===== src/rtl/alu_pkg.sv =====
// Shared opcode constants and sequencer state encoding for the alu and its accumulator sequencer.
package alu_pkg;

  localparam logic [2:0] OP_ADD = 3'b000;
  localparam logic [2:0] OP_SUB = 3'b001;
  localparam logic [2:0] OP_AND = 3'b010;
  localparam logic [2:0] OP_OR  = 3'b011;
  localparam logic [2:0] OP_XOR = 3'b100;
  localparam logic [2:0] OP_NOT = 3'b101;
  localparam logic [2:0] OP_SHL = 3'b110;
  localparam logic [2:0] OP_SHR = 3'b111;

  typedef enum logic [1:0] {
    S_IDLE = 2'd0,
    S_EXEC = 2'd1,
    S_RESP = 2'd2
  } state_t;

endpackage


===== src/rtl/alu_seq_stats.sv =====
// Saturating count of completed response handshakes; built only with ALU_SEQ_STATS_EN.
module alu_seq_stats #(
  parameter int CNT_W = 16
) (
  input  logic             clk,
  input  logic             rst_n,
  input  logic             inc,
  output logic [CNT_W-1:0] count
);

  always_ff @(posedge clk) begin
    if (!rst_n) begin
      count <= '0;
    end else if (inc && (count != '1)) begin
      count <= count + CNT_W'(1);
    end
  end

endmodule


===== src/rtl/alu_accum_seq.sv =====
// Accumulator sequencer feeding an external alu; ALU ops respond 2 cycles after accept, loads 1.
// Optional macro ALU_SEQ_STATS_EN builds the saturating response counter behind op_count.
module alu_accum_seq
  import alu_pkg::*;
#(
  parameter int WIDTH = 4,
  parameter int OPW   = 3,
  parameter int CNT_W = 16
) (
  input  logic             clk,
  input  logic             rst_n,
  input  logic             in_valid,
  output logic             in_ready,
  input  logic [OPW-1:0]   in_op,
  input  logic [WIDTH-1:0] in_imm,
  input  logic             in_load,
  output logic [WIDTH-1:0] alu_a,
  output logic [WIDTH-1:0] alu_b,
  output logic [OPW-1:0]   alu_op,
  input  logic [WIDTH-1:0] alu_result,
  input  logic             alu_carr,
  input  logic             alu_zero,
  output logic             out_valid,
  input  logic             out_ready,
  output logic [WIDTH-1:0] out_acc,
  output logic             out_carry,
  output logic             out_zero,
  output logic [CNT_W-1:0] op_count
);

  state_t           state;
  logic [WIDTH-1:0] acc;
  logic             carry;
  logic             zflag;
  logic             accept;

  // Accepting in RESP while the response drains keeps one ALU command per 2 cycles.
  assign in_ready = (state == S_IDLE) || ((state == S_RESP) && out_ready);
  assign accept   = in_valid && in_ready;

  always_ff @(posedge clk) begin
    if (!rst_n) begin
      state     <= S_IDLE;
      acc       <= '0;
      carry     <= 1'b0;
      zflag     <= 1'b0;
      alu_a     <= '0;
      alu_b     <= '0;
      alu_op    <= '0;
      out_valid <= 1'b0;
    end else begin
      case (state)
        S_EXEC: begin
          acc       <= alu_result;
          carry     <= alu_carr;
          zflag     <= alu_zero;
          out_valid <= 1'b1;
          state     <= S_RESP;
        end
        default: begin
          if (state == S_RESP && out_ready) begin
            out_valid <= 1'b0;
            state     <= S_IDLE;
          end
          if (accept) begin
            if (in_load) begin
              acc       <= in_imm;
              carry     <= 1'b0;
              zflag     <= (in_imm == '0);
              out_valid <= 1'b1;
              state     <= S_RESP;
            end else begin
              alu_a     <= acc;
              alu_b     <= in_imm;
              alu_op    <= in_op;
              out_valid <= 1'b0;
              state     <= S_EXEC;
            end
          end
        end
      endcase
    end
  end

  assign out_acc   = acc;
  assign out_carry = carry;
  assign out_zero  = zflag;

`ifdef ALU_SEQ_STATS_EN
  alu_seq_stats #(
    .CNT_W(CNT_W)
  ) u_stats (
    .clk  (clk),
    .rst_n(rst_n),
    .inc  (out_valid && out_ready),
    .count(op_count)
  );
`else
  assign op_count = '0;
`endif

endmodule


===== config.mk =====
export PLATFORM = sky130hd
export DESIGN_NAME = alu_accum_seq
export DESIGN_NICKNAME = d
export VERILOG_FILES = /design/src/rtl/alu_pkg.sv /design/src/rtl/alu_seq_stats.sv /design/src/rtl/alu_accum_seq.sv
export SDC_FILE = /design/constraint.sdc
export NUM_CORES = 1
export LEC_CHECK = 0
export CELL_PAD_IN_SITES_DETAIL_PLACEMENT = 1
export CELL_PAD_IN_SITES_GLOBAL_PLACEMENT = 2
export CORE_MARGIN = 3
export CORE_UTILIZATION = 20
export CTS_CLUSTER_SIZE = 28
export DETAILED_ROUTE_END_ITERATION = 8
export GPL_ROUTABILITY_DRIVEN = 1
export GPL_TIMING_DRIVEN = 0
export PLACE_DENSITY_LB_ADDON = 0.1
export SKIP_CTS_REPAIR_TIMING = 1
export SLEW_MARGIN = 25
export SYNTH_ARGS = -nofsm -noshare
export SYNTH_HDL_FRONTEND = slang
export SYNTH_SLANG_ARGS = --single-unit

===== constraint.sdc =====
create_clock -name clk -period 1.6 [get_ports clk]
set_input_delay 0.48 -clock clk [delete_from_list [all_inputs] [get_ports clk]]
set_output_delay 0.48 -clock clk [all_outputs]
set_load 0.1 [all_outputs]

==> flow_metrics.py, run 1 <==
metrics = {
    "timing": {
        "setup_viol": 0,
        "finalHoldViolCount": 0,
        "setup_ws_ns": 0.0393,
        "min_period_ns": 1.56,
        "finClkSkew_ns": 0.00361,
        "finalCritPeriodShare_pct": 97.5,
        "relSlewSlack_pct": 63.4,
        "tightest_slew_ns": 0.551,
        "fmax_ghz": 0.641,
        "hold_ws_ns": 0.500,
        "rsz0062_at_grt": "no",
        "slew_violations": 0,
    },
    "power": {
        "pwr-share-seq_pct": 34.5,
        "max-vdd-ir-drop_uv": 391,
        "switchingPower_mw": 0.699,
        "combPwrFrac_pct": 42.8,
        "clkPwrFrac_pct": 22.7,
        "leakage_nw": 0.706,
        "intPower_mw": 0.839,
        "power_density_nw_per_um2": 1110,
        "swShare_pct": 45.4,
    },
    "run": {
        "maxCapViolCount": 0,
    },
    "worst_setup_path": {
        "critPathMaxFanout": 3,
        "cpLargestDelayFamily": "buffers and inverters",
        "path_buf_inv": 1,
        "worstPathRequired_ns": 1.12,
        "crit_path_top_delay_cell": "clkbuf_2",
        "path_cells": "clkbuf_2",
        "start_kind": "flip-flop",
        "crit_arrival_ns": 1.08,
        "r2r_slack_ns": 0.16,
        "worstSetupPathType": "flip-flop to output port",
        "worst_setup_path_end_kind": "output port",
        "max_stage_delay_ns": 0.46,
    },
    "clocking": {
        "htree_levels": 1,
        "clock-root-buffer": "clkbuf_8",
        "cts_tree": "done",
        "cts.reportedPaths.clkPinSlew_ns": 0.08,
        "clk_latency_ns": 0.26,
        "cts_buffers": 3,
        "cts_buffer_depth": 2,
        "cts_sinks": 19,
    },
    "route": {
        "vias": 810,
        "drt-initial-drc-count": 8,
        "firstDrtPassIters": 4,
        "wl_per_cell_um": 12.7,
        "routed_wl_um": 2570,
        "drc": 0,
        "ant_nets": 0,
        "vias_per_cell": 3.99,
    },
    "global_route": {
        "grt_max_degree": 11,
        "grt_pass1_wl_um": 4040,
        "grt_overflow": 0,
        "grt_usage_pct": 9.94,
        "grt_pass1_vias": 819,
        "antenna_found_initial": 0,
    },
    "synth": {
        "yosysSeqAreaShare_pct": 42.3,
        "netlist_instances": 94,
        "ys_ff_latch": 19,
        "synth_top_area_share_pct": 42.3,
        "netlist_area_um2": 898,
        "synth_area_leaders": "dfxtp_1, mux2i_1, buf_4",
        "synth_cell_type_count": 21,
        "yosys.area.top_type": "dfxtp_1",
        "synth_warnings": 0,
        "syn_area_per_cell_um2": 9.56,
    },
    "placement": {
        "gp_congestion": 0.696,
        "pre_cts_ws_ns": -1.22,
        "dp_hpwl_um": 2000,
        "portBuffers": 36,
    },
    "floorplanning": {
        "core-area_um2": 4170,
        "die_y_um": 73.0,
        "placementRows": 23,
        "ios": 53,
        "die_w_um": 73.0,
        "die_area_um2": 5330,
        "initial_core_util_pct": 21.5,
    },
    "cells_and_area": {
        "diodes": 0,
        "final_nets": 172,
        "fill_cells": 496,
        "multiInputGateArea_um2": 430,
        "areaGrowthSynthToFinish_pct": 54.9,
        "seq_area_um2": 385,
        "drive_above_1_share_pct": 32.7,
    },
    "run_status": {
        "status": "finished, final reports clean",
    },
    "min_path": {
        "worst_hold_path_type": "flip-flop to flip-flop",
    },
}
-- power by group through the flow --
stage | logic (mW) | clock network [mW] | registers [mW]
after floorplan | 0.313 | 0 | 0.757
after detailed placement | 0.670 | 0 | 0.542
after CTS | 0.671 | 0.367 | 0.532
final | 0.658 | 0.350 | 0.531
after global placement | 0.665 | 0 | 0.541
after global routing | 0.688 | 0.388 | 0.537
-- synth_stat cells (all sizes together) --
master   n
buf     17
conb     1
clkbuf   3
nor4b    1
a211oi   1
or3      1
o21ai    5
o21a     1
o41ai    1
a21oi    7
o211a    1
dfxtp   19
nor2b    2
inv      2
nor2    14
nand2    1
nand2b   2
mux2i   15
-- layout by cell type, fill, tap and decap left out --
cell type	n
a211oi_1	1
a21oi_1	7
buf_12	1
buf_2	5
buf_4	19
buf_6	1
clkbuf_1	2
clkbuf_2	16
clkbuf_8	3
clkdlybuf4s50_1	14
conb_1	16
dfxtp_1	17
dfxtp_2	1
dfxtp_4	1
dlymetal6s2s_1	3
inv_1	2
mux2i_1	15
nand2_1	1
nand2b_1	2
nor2_1	13
nor2_4	1
nor2b_1	1
nor2b_4	1
nor4b_4	1
o211a_1	1
o21a_1	1
o21ai_0	5
o41ai_1	1
or3_1	1
-- worst reg2reg max path, delay by kind of cell, from the launching register on --
kind                   cells  cell delay [ns]
buffers and inverters      2             0.29
flip-flops                 1             0.36
multiplexers               1             0.19
AND/OR/NAND/NOR            3             0.50
-- layout make-up --
type | instances | share of cell area [%]
buffer | 20 | 10.4
clock buffer | 4 | 3.24
inverter | 2 | 0.540
multi-input combinational | 68 | 30.9
sequential | 19 | 27.7
tap | 50 | 4.50
timing repair buffer | 40 | 22.7
-- final timing paths --
check / startpoint / endpoint / cells after the start
min: alu_b[2]$_SDFFE_PN0P_ / alu_b[2]$_SDFFE_PN0P_ / 2
max reg2reg: out_valid$_SDFFE_PN0P_ / alu_op[1]$_SDFFE_PN0P_ / 6
min reg2reg: alu_b[2]$_SDFFE_PN0P_ / alu_b[2]$_SDFFE_PN0P_ / 2
max: out_acc[2]$_SDFFE_PN0P_ / out_acc[2] / 1
-- flip-flops by register name (all words and copies together), names as in the netlist --
| name | count |
|---|---|
| alu_op | 3 |
| out_zero | 1 |
| alu_a | 4 |
| state | 1 |
| out_acc | 4 |
| alu_b | 4 |
| out_carry | 1 |
| out_valid | 1 |
-- through the flow --
stage	instance area (um^2)	utilization [%]	power [mW]	setup TNS, ns	instances
floorplan	966	-	1.07	0	109
global placement	1390	33.3	1.21	-13.96	195
detailed placement	1390	33.3	1.21	-14.39	195
CTS	1430	34.4	1.57	-14.78	199
global route	1390	33.3	1.61	0	203
finish	1390	33.3	1.54	0	203
-- logic make-up after synthesis --
family / synth area share, %
buffers and inverters: 16.9
and+or+nand+nor: 13.2
AOI/OAI and AO/OA: 10.4
other: 0.417
DFF: 42.3
muxes: 16.7
-- layer usage --
metal  part of all wire (%)  vias up  global-route usage (%)
met3                    8.8        5                    3.44
met2                     45       38                    15.2
li1                       -      402                       -
met1                     44      365                    12.3
met5                      0        -                       0
met4                    1.9        0                    4.92
Note: power is estimated with default switching activity, not from simulation.
==> run 2, diff against run 1 <==
SLEW_MARGIN = 40   (was 25)
==> flow_metrics.py, run 2 (same netlist as run 1, synthesis figures left out) <==
metrics = {
    "timing": {
        "setup_viol": 0,
        "hold_ws_ns": 0.497,
        "timing.setup.tns_ns": 0,
        "finClkSkew_ns": 0.00990,
        "finalCritPeriodShare_pct": 97.0,
        "min_period_ns": 1.55,
        "slew_violations": 0,
        "setup_ws_ns": 0.0483,
        "fmax_ghz": 0.644,
        "finalHoldViolCount": 0,
    },
    "clocking": {
        "cts_buffers": 3,
        "cts_sinks": 19,
        "clk_latency_ns": 0.26,
        "clock-root-buffer": "clkbuf_8",
        "cts_buffer_depth": 2,
        "htree_levels": 1,
        "cts_tree": "done",
        "cts.reportedPaths.clkPinSlew_ns": 0.08,
    },
    "floorplanning": {
        "core-area_um2": 4170,
        "die_w_um": 73.0,
        "die_y_um": 73.0,
        "placementRows": 23,
        "ios": 53,
        "initial_core_util_pct": 21.5,
        "die_area_um2": 5330,
    },
    "worst_setup_path": {
        "ff2ff_path_depth": 5,
        "r2r_slack_ns": 0.11,
        "crit_start": "out_valid$_SDFFE_PN0P_",
        "r2r-start": "out_valid$_SDFFE_PN0P_",
        "worstPathRequired_ns": 1.12,
        "critPathMaxFanout": 4,
        "regToRegEndpoint": "alu_b[1]$_SDFFE_PN0P_",
        "worstSetupPathType": "flip-flop to output port",
        "start_kind": "flip-flop",
        "worst_setup_path_end_kind": "output port",
        "crit_arrival_ns": 1.07,
    },
    "min_path": {
        "worst_hold_path_type": "flip-flop to flip-flop",
        "hold_path_end": "alu_b[2]$_SDFFE_PN0P_",
        "hp-start": "alu_b[2]$_SDFFE_PN0P_",
        "hold_depth": 2,
    },
    "power": {
        "leakage_nw": 0.715,
        "switchingPower_mw": 0.696,
        "power_density_nw_per_um2": 1100,
        "p_total_mw": 1.53,
        "combPwrFrac_pct": 43.0,
        "pwr-share-seq_pct": 34.7,
        "clkPwrFrac_pct": 22.3,
        "swShare_pct": 45.4,
        "max-vdd-ir-drop_uv": 386,
        "intPower_mw": 0.837,
    },
    "cells_and_area": {
        "seq_area_um2": 385,
        "utilization_pct": 33.4,
        "fin_area_um2": 1390,
        "multiInputGateArea_um2": 434,
        "areaGrowthSynthToFinish_pct": 55.2,
        "final_nets": 171,
        "fill_cells": 499,
        "final_cell_mix": "buf_4, buf_2, dfxtp_1",
        "diodes": 0,
        "layout_commonest_cell": "buf_4",
        "drive_above_1_share_pct": 33.6,
        "finalNonFillerCells": 202,
    },
    "global_route": {
        "grt_pass1_wl_um": 3910,
        "grt_max_degree": 12,
        "antenna_found_initial": 0,
        "grt_usage_pct": 9.66,
        "grt_pass1_vias": 788,
        "grt_overflow": 0,
    },
    "route": {
        "drc": 0,
        "wl_per_cell_um": 12.2,
        "drt-initial-drc-count": 19,
        "vias": 806,
        "ant_nets": 0,
        "routed_wl_um": 2460,
        "firstDrtPassIters": 4,
        "vias_per_cell": 3.99,
    },
    "run": {
        "maxCapViolCount": 0,
    },
    "placement": {
        "numPlacedInstances": 195,
        "pre_cts_ws_ns": -0.514,
        "placed_area_um2": 1290,
        "portBuffers": 36,
        "gp_congestion": 0.696,
    },
    "run_status": {
        "status": "finished, final reports clean",
    },
}
## run 2: power groups by stage
| stage | clock network (mW) | registers, mW | logic, mW |
|---|---|---|---|
| floorplan | 0 | 0.757 | 0.313 |
| global placement | 0 | 0.541 | 0.665 |
| detailed placement | 0 | 0.541 | 0.638 |
| CTS | 0.363 | 0.531 | 0.639 |
| global route | 0.391 | 0.537 | 0.688 |
| finish | 0.342 | 0.531 | 0.659 |
## run 2: layout make-up
| cell class | count | share of cell area [%] |
|---|---|---|
| Tap cell | 50 | 4.49 |
| Inverter | 2 | 0.539 |
| Buffer | 19 | 10.1 |
| Multi-Input combinational cell | 68 | 31.1 |
| Clock inverter | 1 | 0.359 |
| Timing Repair Buffer | 40 | 22.8 |
| Clock buffer | 3 | 2.96 |
| Sequential cell | 19 | 27.6 |
## run 2: worst max path at each step
stage,slack [ns],cells after the start,end
floorplan,0.004,2,in_ready
global placement,-1.21,4,in_ready
detailed placement,-0.51,4,in_ready
CTS,-0.52,4,in_ready
global route,-0.002,3,in_ready
finish,0.05,3,in_ready
## run 2: worst max-delay path, stage by stage, from the launching register on
cell     delay [ns]
dfxtp_4        0.36
nor2b_4        0.14
nor2_4         0.13
buf_12         0.19
## run 2: per-layer routing
metal	vias up	wire [um]	track usage [%]
li1	397	-	-
met1	366	1100	12.1
met2	37	1070	14.2
met3	6	251	3.86
met4	0	42	4.92
met5	-	0	0
==> run 3, diff against run 2 <==
SLEW_MARGIN = 15   (was 40)
==> results of run 3 <==
Same layout as run 1: the final DEF is identical, and so are final timing and power.
